--- src/rtl/program_run_ctrl.sv ---
`default_nettype none
// ============================================================================
// Module   : program_run_ctrl
// Purpose  : Program-run sequencer for a single-cycle RV32I core. Holds the
//            core in reset while a program is streamed into instruction
//            memory, then releases it, counts executed cycles and stops on
//            a halt instruction or a cycle limit.
// Revision : 1.0 - initial release
// ============================================================================
module program_run_ctrl #(
    parameter int                    DATA_WIDTH = 32,
    parameter int                    ADDR_WIDTH = 8,
    parameter int                    CNT_WIDTH  = 16,
    parameter logic [DATA_WIDTH-1:0] HALT_INSTR = 32'h0000006F
) (
    input  logic                  clk,
    input  logic                  arst_n,
    input  logic                  start,
    input  logic [CNT_WIDTH-1:0]  cycle_limit,
    input  logic                  s_valid,
    output logic                  s_ready,
    input  logic [DATA_WIDTH-1:0] s_data,
    input  logic                  s_last,
    output logic                  imem_we,
    output logic [ADDR_WIDTH-1:0] imem_waddr,
    output logic [DATA_WIDTH-1:0] imem_wdata,
    output logic                  core_arst_n,
    input  logic [DATA_WIDTH-1:0] instruction,
    output logic                  busy,
    output logic                  done,
    output logic                  timeout,
    output logic                  overflow,
    output logic [CNT_WIDTH-1:0]  cycle_count,
    output logic [ADDR_WIDTH:0]   word_count
);

    typedef enum logic [1:0] {
        S_IDLE = 2'd0,
        S_LOAD = 2'd1,
        S_RUN  = 2'd2,
        S_DONE = 2'd3
    } state_t;

    state_t                r_state;
    logic [ADDR_WIDTH-1:0] r_ptr;
    logic [ADDR_WIDTH:0]   r_word_count;
    logic [CNT_WIDTH-1:0]  r_cycle_count;
    logic [CNT_WIDTH-1:0]  r_limit;
    logic                  r_timeout;
    logic                  r_overflow;
    logic                  r_core_rst_n;

    logic                  w_beat;
    logic                  w_last_addr;
    logic                  w_halt;
    logic [CNT_WIDTH-1:0]  w_cnt_inc;
    logic                  w_limit_hit;
    logic                  w_cnt_sat;

    // Handshake, halt detection and limit comparison for the current cycle
    always_comb begin
        w_beat      = (r_state == S_LOAD) && s_valid;
        w_last_addr = (r_ptr == {ADDR_WIDTH{1'b1}});
        w_halt      = (instruction == HALT_INSTR);
        w_cnt_inc   = r_cycle_count + CNT_WIDTH'(1);
        w_limit_hit = (r_limit != '0) && (w_cnt_inc == r_limit);
        w_cnt_sat   = &r_cycle_count;
    end

    // Sequencer state, counters, flags and the registered core reset
    always_ff @(posedge clk or negedge arst_n) begin
        if (!arst_n) begin
            r_state       <= S_IDLE;
            r_ptr         <= '0;
            r_word_count  <= '0;
            r_cycle_count <= '0;
            r_limit       <= '0;
            r_timeout     <= 1'b0;
            r_overflow    <= 1'b0;
            r_core_rst_n  <= 1'b0;
        end else begin
            case (r_state)
                S_IDLE, S_DONE: begin
                    if (start) begin
                        r_state       <= S_LOAD;
                        r_ptr         <= '0;
                        r_word_count  <= '0;
                        r_cycle_count <= '0;
                        r_limit       <= cycle_limit;
                        r_timeout     <= 1'b0;
                        r_overflow    <= 1'b0;
                        r_core_rst_n  <= 1'b0;
                    end
                end
                S_LOAD: begin
                    if (s_valid) begin
                        r_ptr        <= r_ptr + ADDR_WIDTH'(1);
                        r_word_count <= r_word_count + (ADDR_WIDTH+1)'(1);
                        if (s_last) begin
                            // Core leaves reset on the same edge so it fetches
                            // PC 0 during the first RUN cycle.
                            r_state      <= S_RUN;
                            r_core_rst_n <= 1'b1;
                        end else if (w_last_addr) begin
                            // Memory is full and the program is not finished:
                            // abort without ever releasing the core.
                            r_overflow <= 1'b1;
                            r_state    <= S_DONE;
                        end
                    end
                end
                S_RUN: begin
                    if (!w_cnt_sat) begin
                        r_cycle_count <= w_cnt_inc;
                    end
                    if (w_halt) begin
                        r_state <= S_DONE;
                    end else if (w_limit_hit) begin
                        r_timeout <= 1'b1;
                        r_state   <= S_DONE;
                    end
                end
                default: begin
                    r_state <= S_IDLE;
                end
            endcase
        end
    end

    // Output decode: write port is a zero-latency pass-through during LOAD
    always_comb begin
        s_ready     = (r_state == S_LOAD);
        imem_we     = w_beat;
        imem_waddr  = r_ptr;
        imem_wdata  = s_data;
        core_arst_n = r_core_rst_n;
        busy        = (r_state == S_LOAD) || (r_state == S_RUN);
        done        = (r_state == S_DONE);
        timeout     = r_timeout;
        overflow    = r_overflow;
        cycle_count = r_cycle_count;
        word_count  = r_word_count;
    end

endmodule
`default_nettype wire

--- config.mk ---
export PLATFORM = sky130hd
export DESIGN_NAME = program_run_ctrl
export DESIGN_NICKNAME = d
export VERILOG_FILES = /design/src/rtl/program_run_ctrl.sv
export SDC_FILE = /design/constraint.sdc
export NUM_CORES = 1
export LEC_CHECK = 0
export ABC_CLOCK_PERIOD_IN_PS = 5200
export BUFFER_PORTS_ARGS = -buffer_cell sky130_fd_sc_hd__buf_4
export CAP_MARGIN = 20
export CORE_ASPECT_RATIO = 1.25
export CORE_MARGIN = 4
export CORE_UTILIZATION = 50
export CTS_BUF_LIST = sky130_fd_sc_hd__clkbuf_4
export CTS_CLUSTER_SIZE = 30
export DETAILED_ROUTE_END_ITERATION = 10
export HOLD_SLACK_MARGIN = 0.1
export PLACE_DENSITY = 0.84
export SETUP_SLACK_MARGIN = 0.15
export SKIP_LAST_GASP = 1
export SYNTH_ARGS = -nofsm -noshare
export SYNTH_HDL_FRONTEND = slang
export SYNTH_SLANG_ARGS = --single-unit
--- constraint.sdc ---
create_clock -name clk -period 5.2 [get_ports clk]
set_input_delay 0.26 -clock clk [delete_from_list [all_inputs] [get_ports clk]]
set_output_delay 0.26 -clock clk [all_outputs]
set_load 0.02 [all_outputs]
Word level (Yosys, flattened, before mapping)
Index checks and enable logic that the tools add are counted.
{"block": "totals", "word_cells": 70, "out_inout_bits": 72, "register_bits": 54, "input_bits": 85}
{"block": "op_classes", "eq_ne": 16, "mux": 27, "addsub": 3, "n_reduce_logical": 16}
{"cell": "32-bit by 7-bit == test with 1-bit output, second input constant", "count": 1}
{"cell": "16-bit two-way mux", "count": 2}
{"cell": "16-bit case mux with 2 select lines", "count": 1}
{"cell": "9-bit two-way mux", "count": 2}
{"cell": "9-bit case mux with 2 select lines", "count": 1}
{"cell": "16-bit by 1-bit adder with 16-bit output, second input constant", "count": 1}
{"cell": "16-bit == test", "count": 1}
{"cell": "8-bit two-way mux", "count": 2}
{"cell": "8-bit case mux with 2 select lines", "count": 1}
{"cell": "16-bit AND reduction", "count": 1}
{"cell": "16-bit nonzero test", "count": 1}
{"cell": "2-bit two-way mux", "count": 6}
{"cell": "2-bit inequality test, second input constant", "count": 6}
{"cell": "4-bit AND reduction", "count": 3}
{"cell": "9-bit by 1-bit adder with 9-bit output, second input constant", "count": 1}
{"cell": "8-bit by 1-bit adder with 8-bit output, second input constant", "count": 1}
{"cell": "8-bit == test, second input constant", "count": 1}
{"cell": "1-bit two-way mux", "count": 8}
{"cell": "1-bit case mux with 2 select lines", "count": 3}
{"cell": "2-bit case mux with 3 select lines", "count": 1}
{"cell": "3-bit AND reduction", "count": 2}
{"cell": "5-bit AND reduction", "count": 1}
{"cell": "2-bit == test, second input constant", "count": 2}
{"cell": "2-bit by 1-bit inequality test with 1-bit output, second input constant", "count": 2}
{"cell": "9 further kinds", "count": 11}

Longest topological paths before layout
Gate-level depths: netlist of the first run.
{"block": "logic_depth", "depth_word": 6, "depth_mapped": 10, "depth_no_buf": 9}

Least setup slack after synthesis of the first run
OpenSTA, ideal clock, no wires.
{"block": "synth_path", "path_type": "register to register", "start": "register r_cycle_count[0], in the netlist cycle_count[0]", "end": "register r_state[1]", "stages_incl_launch_ff": 9, "period_less_slack_ps": 2440, "setup_ps": 69, "required_time_ps": 5131, "setup_slack_ps": 2760, "arrival_time_ps": 2371, "path_buffers": 0, "cell_sequence": "dfrtp_1 -> ha_1 -> nand3_1 -> o31a_1 -> or4_1 -> o211ai_1 -> nand4_1 -> mux2_1 -> nand3_1"}
{"block": "synth_via", "elab_chain_len": 5}
{"item": "start: declaration", "line": "47", "source": "logic [CNT_WIDTH-1:0] r_cycle_count;"}
{"item": "start signal: assignment", "line": "114", "source": "r_cycle_count <= w_cnt_inc;"}
{"item": "16-bit by 1-bit adder with 16-bit output", "line": "65", "source": "w_cnt_inc = r_cycle_count + CNT_WIDTH'(1);"}
{"item": "16-bit == test", "line": "66", "source": "w_limit_hit = (r_limit != '0) && (w_cnt_inc == r_limit);"}
{"item": "1-bit logical AND", "line": "66"}
{"item": "3-bit inequality test (no source line)"}
{"item": "4-bit AND reduction (no source line)"}
{"item": "end signal: assignment", "line": "73", "source": "r_state <= S_IDLE;"}
{"item": "end signal: assignment", "line": "85", "source": "r_state <= S_LOAD;"}
{"item": "end signal: assignment", "line": "102", "source": "r_state <= S_RUN;"}
{"item": "end: declaration", "line": "44", "source": "state_t r_state;"}
Every way passes these cells.
A chain may end at the register's enable or synchronous reset.

Worst setup path after layout of the first run
{"block": "layout_path", "start": "register r_cycle_count[0], in the netlist cycle_count[0]", "end": "register r_cycle_count[11], in the netlist cycle_count[11]"}
{"block": "layout_via", "elab_chain_len": 3, "elab_cells_between_ends": 6, "classes_between": "1 x add/sub; 1 x eq/ne; 2 x mux; 2 x reduce/logical"}
{"item": "16-bit by 1-bit adder with 16-bit output or 16-bit AND reduction (tied branches)", "line": "65, 67"}
{"item": "16-bit two-way mux or 2-bit inequality test (tied branches)"}
{"item": "16-bit case mux with 2 select lines or 3-bit AND reduction (tied branches)"}
Parallel ways exist; a longest one is shown, timed or not. The select of a mux whose other input is x is not followed.

==> results of run 1 <==
[metrics by stage]
stage / power (uW) / setup slack [ns] / utilization / hold slack, ns
after global routing: 1828 / 1.631 / 0.6119 / 0.1063
final: 1695 / 1.947 / 0.6119 / 0.1175
after detailed placement: 1498 / 2.090 / 0.5819 / 0.3521
after global placement: 1465 / 2.257 / 0.5819 / 0.3428
after floorplan: 1271 / 2.760 / - / -0.03559
after CTS: 1699 / 2.001 / 0.6047 / 0.1004
[registers in the layout, indices dropped and copies added (netlist names)]
signal       flops
overflow         1
cycle_count     16
word_count       9
r_limit         16
core_arst_n      1
imem_waddr       8
timeout          1
r_state          2
[placed cells by master, fill, tap and decap left out, types with 4 or more instances in the layout]
| cell type | instances |
|---|---|
| mux2_2 | 16 |
| ha_1 | 6 |
| nor3_1 | 4 |
| buf_4 | 93 |
| nand4_1 | 14 |
| a31oi_1 | 4 |
| dfrtp_1 | 54 |
| nor4_1 | 11 |
| clkbuf_4 | 5 |
| nand2_1 | 33 |
| nor2b_1 | 6 |
| and3_1 | 7 |
| o31ai_1 | 8 |
| a21oi_1 | 14 |
| xnor2_1 | 11 |
| mux2i_1 | 5 |
| nand3_1 | 13 |
| and4_1 | 4 |
| inv_1 | 11 |
| dlygate4sd3_1 | 15 |
| nor2_1 | 30 |
| and2_1 | 5 |
| o21ai_0 | 24 |
| xor2_1 | 16 |
[power by group through the flow]
stage / registers [uW] / logic [uW] / clock network [uW]
floorplan: 644 / 627 / 0
global placement: 647 / 818 / 0
detailed placement: 657 / 842 / 0
CTS: 647 / 853 / 199
global route: 664 / 951 / 213
finish: 649 / 855 / 192
[layer usage]
layer / share of wire / GRT usage / vias up
met5: 0 / 0 / -
met3: 0.076 / 0.05726 / 29
li1: - / - / 1496
met4: 0.032 / 0.09308 / 0
met2: 0.51 / 0.3827 / 151
met1: 0.38 / 0.2450 / 1503
[synth_stat cells (3+ instances only)]
cell | n | share of area
a21oi_1 | 14 | 0.020
a22o_1 | 3 | 0.0074
a31oi_1 | 4 | 0.0071
and2_1 | 5 | 0.0088
and3_1 | 7 | 0.012
and4_1 | 4 | 0.0099
buf_2 | 4 | 0.0057
buf_4 | 35 | 0.074
clkbuf_1 | 8 | 0.0085
dfrtp_1 | 54 | 0.38
ha_1 | 6 | 0.021
inv_1 | 11 | 0.012
mux2_2 | 16 | 0.051
mux2i_1 | 5 | 0.014
nand2_1 | 33 | 0.035
nand3_1 | 13 | 0.018
nand4_1 | 14 | 0.025
nor2_1 | 30 | 0.032
nor2b_1 | 6 | 0.011
nor3_1 | 4 | 0.0057
nor4_1 | 11 | 0.019
o211ai_1 | 3 | 0.0064
o21ai_0 | 24 | 0.034
o31ai_1 | 8 | 0.017
o41ai_1 | 3 | 0.0074
or3_1 | 3 | 0.0053
xnor2_1 | 11 | 0.027
xor2_1 | 16 | 0.040
[worst register-to-register path: stages, from the launching register on]
cell and delay [ns]:
dfrtp_1 0.53, ha_1 0.32, nand3_1 0.28, nor4_1 0.55, a41o_1 0.62, inv_1 0.20
nand2_1 0.40, or3_1 0.17, o21ai_0 0.07
[cell families (layout without fill, tap and decap cells)]
group	Yosys count	count (layout)	synth area share
simple gates	145	145	0.2246
compound gates	72	72	0.1323
buf+inv	58	127	0.1001
flops	54	54	0.3820
xor+xnor	28	28	0.07145
mux	22	22	0.06827
fa+ha+maj	6	6	0.02122
[path summary, 6_finish.rpt]
check,to,depth (start not counted)
max,cycle_count[11],8
min,r_limit[12],2
max reg2reg,cycle_count[11],8
min reg2reg,core_arst_n,2
max in group asynchronous,cycle_count[13],2
min in group asynchronous,word_count[8],2
[layout make-up]
type,instances,area share
Clock buffer,5,0.008847
Sequential cell,54,0.3185
Multi-Input combinational cell,273,0.4317
Inverter,11,0.009732
Timing Repair Buffer,108,0.1999
Clock inverter,3,0.004718
Tap cell,90,0.02654
==> results.py, run 1 <==
metrics = {
    "run_status": {
        "status": "finished clean",
    },
    "die": {
        "design.die.area_um2": 8492,
        "fp.dieH_um": 102.0,
        "pin_count": 157,
        "rows": 34,
        "initial_core_util": 0.5101,
        "core_area_um2": 6934,
        "fp.dieW_um": 83.23,
    },
    "worst_setup_path": {
        "cp_data_arrival_time_ns": 3.53,
        "crit_fanout": 17,
        "setup.worst_path.start": "cycle_count[0]",
        "critPathMaxStageDelay_ns": 0.62,
        "critPathTopFamily": "simple AND/OR/NAND/NOR gates",
        "path_cells": "ha_1 > nand3_1 > nor4_1 > a41o_1 > inv_1 > nand2_1 > or3_1 > o21ai_0",
        "r2r-start": "cycle_count[0]",
        "crit_buf_inv": 1,
        "cp_slowest_cell": "a41o_1",
        "worstSetupPathType": "register to register",
        "crit_required_ns": 5.48,
        "start_kind": "register",
        "ff2ff_setup_slack_ns": 1.95,
        "end_kind": "register",
    },
    "timing": {
        "clock_skew_ns": 0.01412,
        "min_period_ns": 3.253,
        "tightest_slew_ns": 0.9481,
        "setup_tns_ns": 0,
        "post-route-period-util": 0.6256,
        "max_slew_margin": 0.3656,
        "rsz0062_at_grt": "no",
        "final-hold-violation-count": 0,
        "timing.fmax_mhz": 307.4,
        "finalSetupViolations": 0,
        "drv_slew": 0,
    },
    "clock_network": {
        "cts.clk_slew.worst_paths_ns": 0.16,
        "postCtsSetupRepairBufs": 0,
        "htree_levels": 2,
        "cts_root_buf": "clkbuf_4",
        "post_cts_resize_count": 0,
        "ctsHoldBuffers": 10,
        "cts_made_buffers": 5,
        "clockBufferDepth": 2,
        "cts_tree": "built",
        "insertion_delay_ns": 0.39,
        "clock-sinks": 54,
    },
    "route": {
        "wl_mm": 9.134,
        "dr.pass1.iters": 4,
        "drc": 0,
        "wire_per_inst_um": 16.79,
        "viasPerCell": 5.844,
        "drtIter0Drc": 219,
        "via_count": 3179,
        "ant_nets": 0,
    },
    "logic_synthesis": {
        "yosysWarnings": 0,
        "synth.distinct_cells": 55,
        "ys_async_sr_fraction": 1.000,
        "ys.flop_type": "dfrtp_1",
        "syn_area_per_cell_um2": 9.187,
        "yosysSeqAreaShare": 0.3820,
        "ys_ff_latch": 54,
        "synth_edf_count": 0,
        "syn_inst": 385,
        "syn_area_um2": 3537,
        "syn_nets": 476,
    },
    "power": {
        "power.internal_uw": 944.4,
        "p_sw_frac": 0.4430,
        "p_per_area_nw_per_um2": 399.6,
        "clkPwrFrac": 0.113,
        "ir_worst_vdd_v": 0.0002568,
        "power.switching_uw": 751.0,
        "leakagePower_uw": 0.001915,
        "power_frac_comb": 0.504,
        "power_frac_seq": 0.383,
    },
    "placed_design": {
        "dp.cells": 521,
        "portBuffers": 92,
        "hpwl_mm": 6.787,
        "placed_area_um2": 4035,
        "place.gp.congestion": 0.9223,
    },
    "worst_hold_path": {
        "hold_start": "cycle_limit[12]",
        "worst_hold_path_type": "input pin to register",
    },
    "run": {
        "max-cap-violations": 0,
    },
    "final_layout": {
        "fin_area_um2": 4243,
        "multiInputGateArea_um2": 1832,
        "layout-drive-gt1-share": 0.2731,
        "stdcell_count": 544,
        "fill_cells": 584,
        "num_antenna_cells": 0,
        "syn_to_final_growth_pct": 19.95,
        "seqCellArea_um2": 1351,
        "nets": 544,
    },
    "global_routing": {
        "first_global_vias": 3101,
        "grt_start_max_net_pins": 55,
        "grt_pass1_wl_mm": 14.97,
        "grt_usage": 0.2150,
        "antenna_found_initial": 0,
        "gr-total-overflow": 0,
    },
}
(Power assumes the default switching activity.)
==> run 2, diff against run 1 <==
--- a/config.mk
+++ b/config.mk
@@ -5,17 +5,17 @@
 export SDC_FILE = /design/constraint.sdc
 export NUM_CORES = 1
 export LEC_CHECK = 0
-export ABC_CLOCK_PERIOD_IN_PS = 5200
+export ABC_CLOCK_PERIOD_IN_PS = 3000
 export BUFFER_PORTS_ARGS = -buffer_cell sky130_fd_sc_hd__buf_4
 export CAP_MARGIN = 20
 export CORE_ASPECT_RATIO = 1.25
 export CORE_MARGIN = 4
-export CORE_UTILIZATION = 50
+export CORE_UTILIZATION = 49
 export CTS_BUF_LIST = sky130_fd_sc_hd__clkbuf_4
 export CTS_CLUSTER_SIZE = 30
 export DETAILED_ROUTE_END_ITERATION = 10
 export HOLD_SLACK_MARGIN = 0.1
-export PLACE_DENSITY = 0.84
+export PLACE_DENSITY = 0.83
 export SETUP_SLACK_MARGIN = 0.15
 export SKIP_LAST_GASP = 1
 export SYNTH_ARGS = -nofsm -noshare
==> constraint.sdc (replaced) <==
create_clock -name clk -period 3 [get_ports clk]
set_input_delay 0.15 -clock clk [delete_from_list [all_inputs] [get_ports clk]]
set_output_delay 0.15 -clock clk [all_outputs]
set_load 0.02 [all_outputs]
==> run 2 against run 1 <==
Net effect:
- routed wire length grew 0.33%
- hold slack gained 0.048 ns
- cell count grew 1.1%
- utilization grew 0.49 points
- total power grew 77%
- sequential cell count is the same
- first-iteration DRC count shrank 33%
- non-clock buffer count grew 6
- maximum frequency grew 23%
- sequential share of layout area shrank 0.44 points
- combinational power grew 82%
- count of clock-buffer cells in the layout is the same
- critical endpoint is now r_state[1]
- largest cell class unchanged
==> results.py, run 2 (synthesis gave the netlist of run 1 again) <==
metrics = {
    "run_status": {
        "status": "finished clean",
    },
    "worst_setup_path": {
        "r2r_cells": 7,
        "crit_required_ns": 3.32,
        "ff2ff_setup_slack_ns": 0.35,
        "r2r_end": "r_state[1]",
        "cp_slowest_cell": "dfrtp_1",
        "path_cells": "nand4_2 > or4_4 > xnor2_2 > o211ai_1 > nor4_4 > mux2_1 > nand3_1",
        "worstSetupPathType": "register to register",
        "critPathMaxStageDelay_ns": 0.65,
        "r2r-start": "cycle_count[3]",
        "start_kind": "register",
        "cp_data_arrival_time_ns": 2.97,
        "end_kind": "register",
        "crit_fanout": 13,
    },
    "final_layout": {
        "mostFrequentLayoutCell": "buf_4",
        "fin_area_um2": 4303,
        "nets": 550,
        "syn_to_final_growth_pct": 21.65,
        "most-common-layout-cells": "buf_4 (96), dfrtp_1 (54), nand2_1 (32)",
        "layout-drive-gt1-share": 0.2826,
        "num_antenna_cells": 0,
        "fin_util": 0.6168,
    },
    "route": {
        "dr.pass1.iters": 5,
        "drc": 0,
        "wl_mm": 9.164,
        "ant_nets": 0,
        "wire_per_inst_um": 16.66,
        "via_count": 3203,
        "drtIter0Drc": 147,
        "viasPerCell": 5.824,
    },
    "timing": {
        "timing.fmax_mhz": 377.5,
        "finalSetupViolations": 0,
        "post-route-period-util": 0.8831,
        "drv_slew": 0,
        "min_period_ns": 2.649,
        "max_slew_margin": 0.5209,
        "final-hold-violation-count": 0,
        "rsz0062_at_grt": "no",
        "clock_skew_ns": 0.01075,
        "tightest_slew_ns": 0.7169,
        "setup_tns_ns": 0,
    },
    "clock_network": {
        "clock-sinks": 54,
        "cts_made_buffers": 5,
        "postCtsSetupRepairBufs": 0,
        "cts_tree": "built",
        "cts_root_buf": "clkbuf_4",
        "cts.clk_slew.worst_paths_ns": 0.16,
        "insertion_delay_ns": 0.38,
        "clockBufferDepth": 2,
        "htree_levels": 2,
    },
    "global_routing": {
        "antenna_found_initial": 0,
        "grt_pass1_wl_mm": 14.85,
        "grt_usage": 0.2110,
        "grt_start_max_net_pins": 55,
        "gr-total-overflow": 0,
        "first_global_vias": 3205,
    },
    "placed_design": {
        "placed_area_um2": 4058,
        "place.gp.congestion": 0.8775,
        "hpwl_mm": 6.752,
        "portBuffers": 92,
    },
    "power": {
        "power.switching_uw": 1314,
        "power_frac_seq": 0.371,
        "p_sw_frac": 0.4378,
        "ir_worst_vdd_v": 0.0005233,
        "p_per_area_nw_per_um2": 697.5,
        "clkPwrFrac": 0.110,
        "power_frac_comb": 0.519,
        "power.internal_uw": 1687,
        "leakagePower_uw": 0.001949,
    },
    "die": {
        "pin_count": 157,
        "initial_core_util": 0.5070,
        "design.die.area_um2": 8650,
        "fp.dieW_um": 83.99,
        "core_area_um2": 6977,
        "rows": 34,
        "fp.dieH_um": 103.0,
    },
    "worst_hold_path": {
        "min_path_cells": 3,
        "worst_hold_path_type": "input pin to register",
        "hold_start": "s_valid",
        "hold-path-endpoint": "imem_waddr[0]",
    },
    "run": {
        "max-cap-violations": 0,
    },
}
run 2: changes by cell type in the layout (fill, tap and decap cells not counted), sizes merged:
cell | before | now
clkinvlp | 1 | 0
clkinv | 1 | 2
buf | 93 | 96
dlygate4sd3 | 15 | 18
run 2: worst max-delay path by stage:
stage / startpoint / end / slack (ns)
after detailed placement: cycle_count[0] / cycle_count[11] / 0.30
after global routing: cycle_count[0] / timeout / 0.15
after CTS: cycle_count[0] / cycle_count[11] / 0.26
after global placement: cycle_count[0] / cycle_count[11] / 0.43
after floorplan: cycle_count[0] / r_state[1] / 0.56
final: cycle_count[3] / r_state[1] / 0.35
run 2: power by group through the flow:
stage                     clock, uW  combinational, uW  sequential [uW]
after CTS                       339               1550             1110
final                           330               1560             1110
after global routing            370               1720             1140
after detailed placement          0               1530             1120
after global placement            0               1490             1110
after floorplan                   0               1090             1120
run 2: cell type report:
cell class                      instances  area (um2)
Fill cell                             574        2674
Multi-Input combinational cell        273        1841
Sequential cell                        54        1351
Timing Repair Buffer                  114       900.9
Tap cell                               90       112.6
Inverter                               11       41.29
Clock buffer                            5       37.54
Clock inverter                          3       18.77
run 2: per-layer routing:
metal,track usage,vias to the layer above,share of wire
li1,-,1512,-
met1,0.2246,1501,0.36
met2,0.4042,156,0.53
met3,0.06075,34,0.082
met4,0.06559,0,0.026
met5,0,-,0
run 2: worst max-delay path, delay by kind of cell (launching register included):
family / cells / cell delay [ns]
compound gates: 1 / 0.15
xor+xnor: 1 / 0.13
flops: 1 / 0.65
mux: 1 / 0.35
simple gates: 4 / 1.33
run 2: timing repair:
item	in CTS	in global routing
resized for setup	0	2
setup endpoints to repair	0	12
endpoints found under the hold margin	72	0
hold buffers	18	0
run 2: per-stage QoR:
stage          power [uW]  instances  hold slack (ns)  worst slack [ns]
2_1_floorplan        2202        385          -0.1456            0.5603
3_3_place_gp         2606        524           0.2386            0.4254
3_5_place_dp         2654        524           0.2408            0.3025
4_1_cts              2996        550           0.1600            0.2638
5_1_grt              3230        550           0.1677            0.1520
6_report             3001        550           0.1656            0.3508
==> run 3, diff against run 2 <==
--- a/config.mk
+++ b/config.mk
@@ -6,7 +6,7 @@
 export NUM_CORES = 1
 export LEC_CHECK = 0
 export ABC_CLOCK_PERIOD_IN_PS = 3000
-export BUFFER_PORTS_ARGS = -buffer_cell sky130_fd_sc_hd__buf_4
+export BUFFER_PORTS_ARGS = -buffer_cell sky130_fd_sc_hd__buf_2
 export CAP_MARGIN = 20
 export CORE_ASPECT_RATIO = 1.25
 export CORE_MARGIN = 4
==> run 3 against run 2 <==
Net effect:
- sequential power hardly changed
- sequential cell count stayed put
- sequential share of layout area up 1.5 points
- die area is the same
- combinational power down 4%
- count of clock-buffer cells in the layout stayed put
- total power grew 0.98%
- critical path depth did not move
- utilization down 2.8 points
- non-clock buffer count up 1
- critical endpoint unchanged
- largest cell class unchanged
- largest power group unchanged
==> results.py, run 3 (synthesis gave the netlist of run 1 again) <==
metrics = {
    "placed_design": {
        "portBuffers": 92,
        "dp.cells": 525,
        "pre_cts_ws_ns": 0.3949,
        "place.gp.congestion": 0.8759,
        "hpwl_mm": 6.782,
    },
    "power": {
        "leakagePower_uw": 0.001919,
        "p_per_area_nw_per_um2": 737.8,
        "ir_worst_vdd_v": 0.0004763,
    },
    "route": {
        "drtIter0Drc": 108,
        "ant_nets": 0,
        "via_count": 3217,
        "wire_per_inst_um": 16.45,
        "wl_mm": 9.065,
        "viasPerCell": 5.838,
        "dr.pass1.iters": 4,
        "drc": 0,
    },
    "final_layout": {
        "most-common-layout-cells": "buf_2 (92), dfrtp_1 (54), nand2_1 (33)",
        "nets": 551,
        "num_antenna_cells": 0,
        "stdcell_count": 551,
        "layout-drive-gt1-share": 0.2842,
        "mostFrequentLayoutCell": "buf_2",
        "syn_to_final_growth_pct": 16.13,
    },
    "clock_network": {
        "cts_made_buffers": 5,
        "clockBufferDepth": 2,
        "cts_tree": "built",
        "cts.clk_slew.worst_paths_ns": 0.16,
        "htree_levels": 2,
        "insertion_delay_ns": 0.38,
        "cts_root_buf": "clkbuf_4",
        "clock-sinks": 54,
        "postCtsSetupRepairBufs": 0,
    },
    "worst_setup_path": {
        "cp_data_arrival_time_ns": 2.94,
        "worstSetupPathType": "register to register",
        "start_kind": "register",
        "crit_buf_inv": 0,
        "cp_slowest_cell": "dfrtp_1",
        "r2r_end": "r_state[1]",
        "path_cells": "nand4_2 > or4_4 > xnor2_2 > o211ai_1 > nor4_4 > mux2_1 > nand3_1",
        "ff2ff_setup_slack_ns": 0.39,
        "critPathTopFamily": "simple AND/OR/NAND/NOR gates",
        "crit_required_ns": 3.33,
        "r2r_cells": 7,
        "critPathMaxStageDelay_ns": 0.63,
        "crit_fanout": 13,
        "r2r-start": "cycle_count[3]",
        "critical_path_depth": 7,
        "end_kind": "register",
    },
    "timing": {
        "tightest_slew_ns": 0.8961,
        "max_slew_margin": 0.4026,
        "min_period_ns": 2.607,
        "setup_tns_ns": 0,
        "drv_slew": 0,
        "clock_skew_ns": 0.006355,
        "post-route-period-util": 0.8690,
        "finalWorstSetupSlack_ns": 0.3929,
        "rsz0062_at_grt": "no",
        "timing.fmax_mhz": 383.6,
        "final-hold-violation-count": 0,
        "finalSetupViolations": 0,
    },
    "global_routing": {
        "grt_start_max_net_pins": 41,
        "grt_usage": 0.2098,
        "grt_pass1_wl_mm": 14.82,
        "gr-total-overflow": 0,
        "antenna_found_initial": 0,
        "first_global_vias": 3229,
    },
    "worst_hold_path": {
        "hold_start": "start",
        "worst_hold_path_type": "input pin to register",
        "min_path_cells": 3,
        "hold-path-endpoint": "timeout",
    },
    "die": {
        "pin_count": 157,
        "design.die.area_um2": 8650,
        "fp.dieH_um": 103.0,
        "initial_core_util": 0.5070,
        "rows": 34,
        "fp.dieW_um": 83.99,
        "core_area_um2": 6977,
    },
    "run_status": {
        "status": "finished clean",
    },
    "run": {
        "max-cap-violations": 0,
    },
}
==> run 3: how the worst max path moves through the flow <==
| stage | start | slack (ns) | to |
|---|---|---|---|
| after global placement | cycle_count[0] | 0.47 | cycle_count[11] |
| after global routing | cycle_count[0] | 0.23 | timeout |
| after CTS | cycle_count[0] | 0.36 | cycle_count[11] |
| after detailed placement | cycle_count[0] | 0.39 | cycle_count[11] |
| after floorplan | cycle_count[0] | 0.56 | r_state[1] |
| final | cycle_count[3] | 0.39 | r_state[1] |
==> run 3: report_power, final <==
group	leakage, uW	total [uW]	internal [uW]	switching, uW
clock	0.0000456	418	178	240
sequential	0.000708	1110	899	215
combinational	0.00117	1500	636	864
total	0.00192	3030	1710	1320
==> run 3: repair_timing <==
| action | CTS | global route |
|---|---|---|
| gates resized for setup | 0 | 2 |
| hold buffers | 18 | 0 |
| endpoints found under the hold margin | 56 | 0 |
| setup endpoints to repair | 0 | 2 |
==> run 3: worst reg2reg max path, delay by kind of cell (launching register included) <==
kind                      cells  cell delay (ns)
muxes                         1             0.35
DFF                           1             0.63
xor gates and xnor gates      1             0.14
and+or+nand+nor               4             1.29
AOI/OAI and AO/OA             1             0.15
==> run 3: layer usage <==
| metal | GRT usage | share of wire | vias up |
|---|---|---|---|
| li1 | - | - | 1511 |
| met1 | 0.2318 | 0.39 | 1543 |
| met2 | 0.4066 | 0.53 | 145 |
| met4 | 0.06559 | 0.016 | 0 |
| met5 | 0 | 0 | - |
| met3 | 0.04077 | 0.068 | 18 |
==> run 3: final cells by class <==
class	instances	area, um2
Clock buffer	5	37.54
Sequential cell	54	1351
Tap cell	90	112.6
Multi-Input combinational cell	273	1843
Clock inverter	3	43.79
Inverter	11	41.29
Timing Repair Buffer	115	678.2
Fill cell	623	2869
==> run 3: metrics by stage <==
stage                       util  power [uW]  area, um2  hold WS, ns
after floorplan                -        2202       3537      -0.1456
after global placement    0.5497        2540       3835       0.3001
after detailed placement  0.5497        2598       3835       0.3001
after CTS                 0.5872        3028       4096       0.1692
after global routing      0.5888        3248       4108       0.1735
final                     0.5888        3031       4108       0.1727
